<file path="src/rtl/jcr_decode_pkg.sv">
// Shared definitions for the jacaranda-8 decode stage: default field widths,
// the prefix opcode, the decoder state type and the immediate-width helper.
package jcr_decode_pkg;

  localparam int         DEF_INSTR_W = 8;
  localparam int         DEF_OPC_W   = 4;
  localparam int         DEF_REG_A_W = 2;
  localparam logic [3:0] DEF_PFX_OPC = 4'hF;

  typedef enum logic {
    NORM = 1'b0,
    PFX  = 1'b1
  } state_e;

  function automatic int immWidth(input int instrW, input int opcW);
    return instrW - opcW;
  endfunction

endpackage

</file>
<file path="src/rtl/decode_fields.sv">
// Combinational split of an instruction word into opcode, register addresses
// and the low immediate field.
module decode_fields
  import jcr_decode_pkg::*;
#(
  parameter int INSTR_W = DEF_INSTR_W,
  parameter int OPC_W   = DEF_OPC_W,
  parameter int REG_A_W = DEF_REG_A_W
) (
  input  logic [INSTR_W-1:0]                    instr_i,
  output logic [OPC_W-1:0]                      opcode_o,
  output logic [REG_A_W-1:0]                    rd_a_o,
  output logic [REG_A_W-1:0]                    rs_a_o,
  output logic [immWidth(INSTR_W, OPC_W)-1:0]   imm_lo_o
);

  localparam int IMM_W = immWidth(INSTR_W, OPC_W);

  assign opcode_o = instr_i[INSTR_W-1 -: OPC_W];
  assign rd_a_o   = instr_i[2*REG_A_W-1:REG_A_W];
  assign rs_a_o   = instr_i[REG_A_W-1:0];
  assign imm_lo_o = instr_i[IMM_W-1:0];

endmodule

</file>
<file path="src/rtl/decode_stage.sv">
// Registered decode stage with valid/ready output, an extended-immediate
// prefix mode and a branch flush.
module decode_stage
  import jcr_decode_pkg::*;
#(
  parameter int               INSTR_W = DEF_INSTR_W,
  parameter int               OPC_W   = DEF_OPC_W,
  parameter int               REG_A_W = DEF_REG_A_W,
  parameter logic [OPC_W-1:0] PFX_OPC = OPC_W'(DEF_PFX_OPC),
  parameter bit               SEXT    = 1'b0
) (
  input  logic                                    clock,
  input  logic                                    reset_n,
  input  logic                                    flush,
  input  logic                                    in_valid,
  output logic                                    in_ready,
  input  logic [INSTR_W-1:0]                      instr,
  output logic                                    out_valid,
  input  logic                                    out_ready,
  output logic [OPC_W-1:0]                        opcode,
  output logic [REG_A_W-1:0]                      rd_a,
  output logic [REG_A_W-1:0]                      rs_a,
  output logic [2*immWidth(INSTR_W, OPC_W)-1:0]   imm,
  output logic                                    ext
);

  localparam int IMM_W = immWidth(INSTR_W, OPC_W);

  state_e               state_q, state_d;
  logic [IMM_W-1:0]     pfx_hi_q, pfx_hi_d;
  logic                 out_valid_q, out_valid_d;
  logic [OPC_W-1:0]     opcode_q, opcode_d;
  logic [REG_A_W-1:0]   rd_a_q, rd_a_d;
  logic [REG_A_W-1:0]   rs_a_q, rs_a_d;
  logic [2*IMM_W-1:0]   imm_q, imm_d;
  logic                 ext_q, ext_d;

  logic [OPC_W-1:0]     decOpcode;
  logic [REG_A_W-1:0]   decRd;
  logic [REG_A_W-1:0]   decRs;
  logic [IMM_W-1:0]     decImmLo;
  logic [2*IMM_W-1:0]   immExt;
  logic                 accept;

  decode_fields #(
    .INSTR_W (INSTR_W),
    .OPC_W   (OPC_W),
    .REG_A_W (REG_A_W)
  ) u_fields (
    .instr_i  (instr),
    .opcode_o (decOpcode),
    .rd_a_o   (decRd),
    .rs_a_o   (decRs),
    .imm_lo_o (decImmLo)
  );

  assign in_ready = !out_valid_q || out_ready;
  assign accept   = in_valid && in_ready;
  assign immExt   = SEXT ? {{IMM_W{decImmLo[IMM_W-1]}}, decImmLo}
                         : {{IMM_W{1'b0}}, decImmLo};

  // Flush outranks any accept; a prefix word never touches the output register.
  always_comb begin
    state_d     = state_q;
    pfx_hi_d    = pfx_hi_q;
    out_valid_d = out_valid_q && !out_ready;
    opcode_d    = opcode_q;
    rd_a_d      = rd_a_q;
    rs_a_d      = rs_a_q;
    imm_d       = imm_q;
    ext_d       = ext_q;
    if (flush) begin
      state_d     = NORM;
      pfx_hi_d    = '0;
      out_valid_d = 1'b0;
    end else if (accept) begin
      if (decOpcode == PFX_OPC) begin
        pfx_hi_d = decImmLo;
        state_d  = PFX;
      end else begin
        opcode_d    = decOpcode;
        rd_a_d      = decRd;
        rs_a_d      = decRs;
        imm_d       = (state_q == PFX) ? {pfx_hi_q, decImmLo} : immExt;
        ext_d       = (state_q == PFX);
        out_valid_d = 1'b1;
        state_d     = NORM;
      end
    end
  end

  always_ff @(posedge clock or negedge reset_n) begin
    if (!reset_n) begin
      state_q     <= NORM;
      pfx_hi_q    <= '0;
      out_valid_q <= 1'b0;
      opcode_q    <= '0;
      rd_a_q      <= '0;
      rs_a_q      <= '0;
      imm_q       <= '0;
      ext_q       <= 1'b0;
    end else begin
      state_q     <= state_d;
      pfx_hi_q    <= pfx_hi_d;
      out_valid_q <= out_valid_d;
      opcode_q    <= opcode_d;
      rd_a_q      <= rd_a_d;
      rs_a_q      <= rs_a_d;
      imm_q       <= imm_d;
      ext_q       <= ext_d;
    end
  end

  assign out_valid = out_valid_q;
  assign opcode    = opcode_q;
  assign rd_a      = rd_a_q;
  assign rs_a      = rs_a_q;
  assign imm       = imm_q;
  assign ext       = ext_q;

endmodule

</file>
<file path="config.mk">
export PLATFORM = sky130hd
export DESIGN_NAME = decode_stage
export DESIGN_NICKNAME = d
export VERILOG_FILES = /design/src/rtl/jcr_decode_pkg.sv /design/src/rtl/decode_fields.sv /design/src/rtl/decode_stage.sv
export SDC_FILE = /design/constraint.sdc
export NUM_CORES = 1
export LEC_CHECK = 0
export ABC_AREA = 1
export CORE_MARGIN = 2
export CORE_UTILIZATION = 43
export DETAILED_ROUTE_END_ITERATION = 10
export GPL_TIMING_DRIVEN = 0
export PLACE_DENSITY = 0.77
export SYNTH_ARGS = -nofsm -noshare
export SYNTH_HDL_FRONTEND = slang
export SYNTH_SLANG_ARGS = --single-unit
export TNS_END_PERCENT = 10
</file>
<file path="constraint.sdc">
create_clock -name clock -period 1.43 [get_ports clock]
set_input_delay 0.286 -clock clock [delete_from_list [all_inputs] [get_ports clock]]
set_output_delay 0.286 -clock clock [all_outputs]
set_load 0.005 [all_outputs]
</file>
# Word level (Yosys, flattened, before mapping)
# Index checks and enable logic that the tools add are counted.
[op_classes]
n_addsub = 0
multipliers = 0
div_mod_pow = 0
magnitude_cmp = 0
n_eq_ne = 1
shift = 0
n_mux = 10
n_bitwise = 2
reduce_logical = 9
[op_table]
columns = ["cell", "n"]
rows = [
  ["$mux W4", 3],
  ["$mux W8", 1],
  ["$mux W1", 6],
  ["$eq A4 B4 Y1 const B", 1],
  ["$reduce_bool A2 Y1", 2],
  ["$reduce_and A3 Y1", 1],
  ["$logic_and A1 B1 Y1", 2],
  ["$logic_not A1 Y1", 2],
  ["$not A1 Y1", 2],
  ["$reduce_and A2 Y1", 1],
  ["$logic_or A1 B1 Y1", 1],
]
[word_totals]
reg_bits = 23
latch_bits = 0
ram_bits = 0
mem_bits_ro = 0
out_inout_bits = 19
elab_cells = 30
n_memories = 0

# Longest topological paths before layout
# Gate-level depths: netlist of run 1.
[logic_depth]
ltp_word = 5
mapped_depth = 7
depth_no_buf = 7

# By module
# Synthesis of run 1 repeated with hierarchy kept, for this count alone.
[hier_totals]
hier_cells = 127
area_unflattened_um2 = 1151.1
[by_module_without_submodules]
columns = ["mod", "n_inst", "cells_per_inst", "area_each_um2", "seq_area_each_um2"]
rows = [
  ["decode_stage", 1, 115, 1061.0, 575.6],
  ["decode_fields", 1, 12, 90.1, 0.0],
]

# Worst setup path before layout of run 1
# OpenSTA, ideal clock, no wires.
[synth_path]
kind = "reg-to-reg"
from = "register out_valid_q (netlist: out_valid)"
to = "register ext_q (netlist: ext)"
setup_time_ps = 123
t_arrival_ps = 945
required_ps = 1307
slack_ps = 362
stages_incl_launch_ff = 6
path_cell_list = "dfrtp_1 -> nand2_4 -> nand3_4 -> buf_6 -> o21ai_0 -> nand2_1"
[synth_between]
elab_chain_cells = 4
[synth_rtl]
columns = ["item", "line", "rtl"]
rows = [
  ["start, declared", "decode_stage.sv:31", "logic out_valid_q, out_valid_d;"],
  ["start signal, assigned", "decode_stage.sv:105", "out_valid_q <= out_valid_d;"],
  ["$logic_not A1 Y1", "decode_stage.sv:57", "assign in_ready = !out_valid_q || out_ready;"],
  ["$logic_or A1 B1 Y1", "decode_stage.sv:57", ""],
  ["via in_ready", "decode_stage.sv:16", "output logic in_ready,"],
  ["$logic_and A1 B1 Y1", "decode_stage.sv:58", "assign accept = in_valid && in_ready;"],
  ["$reduce_and A3 Y1 (no source line)", "--", ""],
  ["end signal, assigned", "decode_stage.sv:110", "ext_q <= ext_d;"],
  ["end, declared", "decode_stage.sv:36", "logic ext_q, ext_d;"],
]
# The timed path passes the listed nets, and every way through them passes these cells.
# A chain may end at the register's enable or synchronous reset.

# Worst setup path after layout of run 1
[layout_path]
from = "input out_ready"
to = "output in_ready"
[layout_between]
elab_chain_cells = 1
[layout_rtl]
columns = ["item", "line", "rtl"]
rows = [
  ["start, declared", "decode_stage.sv:19", "input logic out_ready,"],
  ["$logic_or A1 B1 Y1", "decode_stage.sv:57", ""],
  ["end, declared", "decode_stage.sv:16", ""],
]
# No other way between the ends.

==> results of run 1 <==
==> what timing repair did <==
item,in CTS,in global routing
resized for setup,19,0
hold buffers,0,0
endpoints found under the setup margin,19,0
==> state kept, by name (all words and copies together), names as in the netlist <==
signal     count
rs_a           1
ext            1
out_valid      1
rd_a           1
pfx_hi_q       4
imm            6
state_q        1
opcode         4
==> layer usage <==
layer  global-route usage (%)  vias up  share of wire, %
met5                        0        -                 0
met4                     14.8        0               3.3
met3                     2.12        5               2.2
met2                     32.0       15                55
met1                     20.0      368                40
li1                         -      392                 -
==> logic make-up (layout without fill, tap and decap cells) <==
family                 after synthesis  in the layout  share of synthesized area (%)
DFF                                 19             19                           53.2
buffers and inverters               14             49                           9.66
AOI/OAI and AO/OA                   16             16                           8.96
and+or+nand+nor                     54             54                           28.2
==> power breakdown <==
| group | total [mW] | internal, mW | switching, mW |
|---|---|---|---|
| Combinational | 0.249 | 0.141 | 0.109 |
| Sequential | 0.602 | 0.578 | 0.0241 |
| Clock | 0.279 | 0.105 | 0.175 |
==> Yosys cell counts (all sizes together) <==
cell type	instances	area share (%)
nand2	48	21
dfrtp	19	53
o21ai	16	9.0
buf	7	6.7
inv	7	2.9
nand3	3	3.1
nor2	3	3.8
==> worst max-delay path, stage by stage <==
cell and delay (ns):
clkdlybuf4s50_1 0.45, inv_1 0.06, nand2_4 0.08, dlygate4sd2_1 0.23
==> per-stage QoR <==
step                setup WS [ns]  cell area [sq um]
finish                     0.0416               1240
global route              0.00414               1240
CTS                        0.0359               1240
detailed placement         -0.230               1240
global placement           -0.224               1240
floorplan                   0.362                893
==> final cells by class <==
| cell class | count | area [sq um] | share of cell area [%] |
|---|---|---|---|
| Inverter | 7 | 26.3 | 2.13 |
| Sequential cell | 19 | 475 | 38.5 |
| Clock buffer | 3 | 22.5 | 1.82 |
| Clock inverter | 1 | 5.00 | 0.405 |
| Buffer | 7 | 60.1 | 4.86 |
| Tap cell | 27 | 33.8 | 2.73 |
| Multi-Input combinational cell | 70 | 332 | 26.8 |
| Timing Repair Buffer | 31 | 282 | 22.8 |
==> worst max path at each step <==
stage,endpoint,cells past startpoint
6_report,in_ready,4
5_1_grt,in_ready,4
4_1_cts,in_ready,4
3_5_place_dp,in_ready,4
3_3_place_gp,in_ready,4
2_1_floorplan,ext$_DFFE_PN0P_,5
==> layout by cell type, fill, tap and decap left out, types with 2 or more instances in the layout <==
| master | n |
|---|---|
| o21ai_0 | 9 |
| dfrtp_1 | 19 |
| buf_4 | 9 |
| clkdlybuf4s50_1 | 12 |
| nor2_4 | 3 |
| o21ai_1 | 7 |
| clkbuf_4 | 3 |
| nand2_1 | 46 |
| dlygate4sd2_1 | 15 |
| nand3_1 | 2 |
| inv_1 | 5 |
| inv_2 | 2 |
| buf_6 | 2 |
==> summary.txt, run 1 <==
fraction of layout cells with a size suffix above 1 -> 16.7%
crit path from -> out_ready
setup skew after layout -> 0.00583 ns
static leakage -> 0.695 nW
average wire length per cell after detail routing -> 11.7 um
headroom to the max-slew limit -> 44.0%
library cell used as clock root buffer -> clkbuf_4
Iter 0 DRT Violations -> 11
number of cell instances on the worst register-to-register path -> 5
vias per cell -> 4.73
smallest hold slack -> 0.447 ns
Core Footprint -> 1960 sq um
DRT Pass-1 Iters -> 4
sum of net half-perimeters after detailed placement -> 1.47 mm
number of buffers created by CTS -> 3
clock slew at the register clock pins of the worst setup and hold paths -> 0.11 ns
Setup crit end kind -> primary output
Ys Warns -> 0
path class of the lowest-slack min-delay path -> input port to asynchronous set/reset pin
filler cell count in the final layout -> 195
total track usage -> 18.4%
cell area power density -> 915 nW/um^2
final-stage net count -> 152
total detailed-routing wirelength -> 1.93 mm
Synth cell types -> 13
result of the run -> complete, no violations
Pins Over Slew Limit -> 0
setup TNS -> 0 ns
synthesized area -> 893 sq um
worst-case register-to-register setup slack -> 0.25 ns
RSZ-0062 raised after global routing -> no
global route overflow -> 0
final instance count without filler cells -> 165
critical path peak fanout -> 4
# port buffers -> 31
CP arrival -> 1.10 ns
crit start category -> input port
boundary pin count -> 32
Setup CP Type -> input port to primary output
vias in the first global route -> 733
Starting Density -> 45.5%
post-CTS setup buffer count -> 0
final critical-path share of the clock period -> 97.1%
CTS tree -> yes
Worst Path Required -> 1.14 ns
height of the die -> 49.6 um
DRC violation count after routing -> 0
max-cap viol count -> 0
Worst Max-Slew Pin Slew -> 0.837 ns
overall power consumption -> 1.13 mW
number of placed instances, taps included -> 161
final setup violation count -> 0
final number of hold-violating endpoints -> 0
maximum number of pins on one net before global-route repair -> 20
die area -> 2460 sq um
Final Util -> 63.0%
clock network latency to the later pin of the worst-skew pair -> 0.31 ns
area growth from synthesis to layout -> 38.4%
worst reg2reg endpoint -> imm[3]$_DFFE_PN0P_
# H-tree levels -> 1
initial antenna violation count -> 0
Chip Width -> 49.6 um
Syn Area/Cell -> 8.67 sq um
number of nets still failing antenna checks after routing -> 0
register area share after synthesis -> 53.2%
antenna fix cells -> 0
routability cong. -> 0.774
total vias in the final route -> 780
standard-cell rows -> 16
clock net sink count -> 19
maximum resistive drop on vdd -> 0.000502 V
post-route minimum period -> 1.39 ns
Reg2Reg Launch Point -> out_valid$_DFF_PN0_
post-synthesis register bit count -> 19
upper clock frequency limit -> 0.720 GHz
first-pass GRT wire length -> 3.27 mm
CTS Buffer Depth -> 2
gate count of the mapped netlist -> 103
Net Count, Synth -> 116
Power figures use the tool's default switching activity.
==> inputs of run 2 (changes only) <==
Settings changed: GPL_ROUTABILITY_DRIVEN from default to 0.
==> results of run 2 <==
Final layout, timing and power as in run 1 (identical DEF).
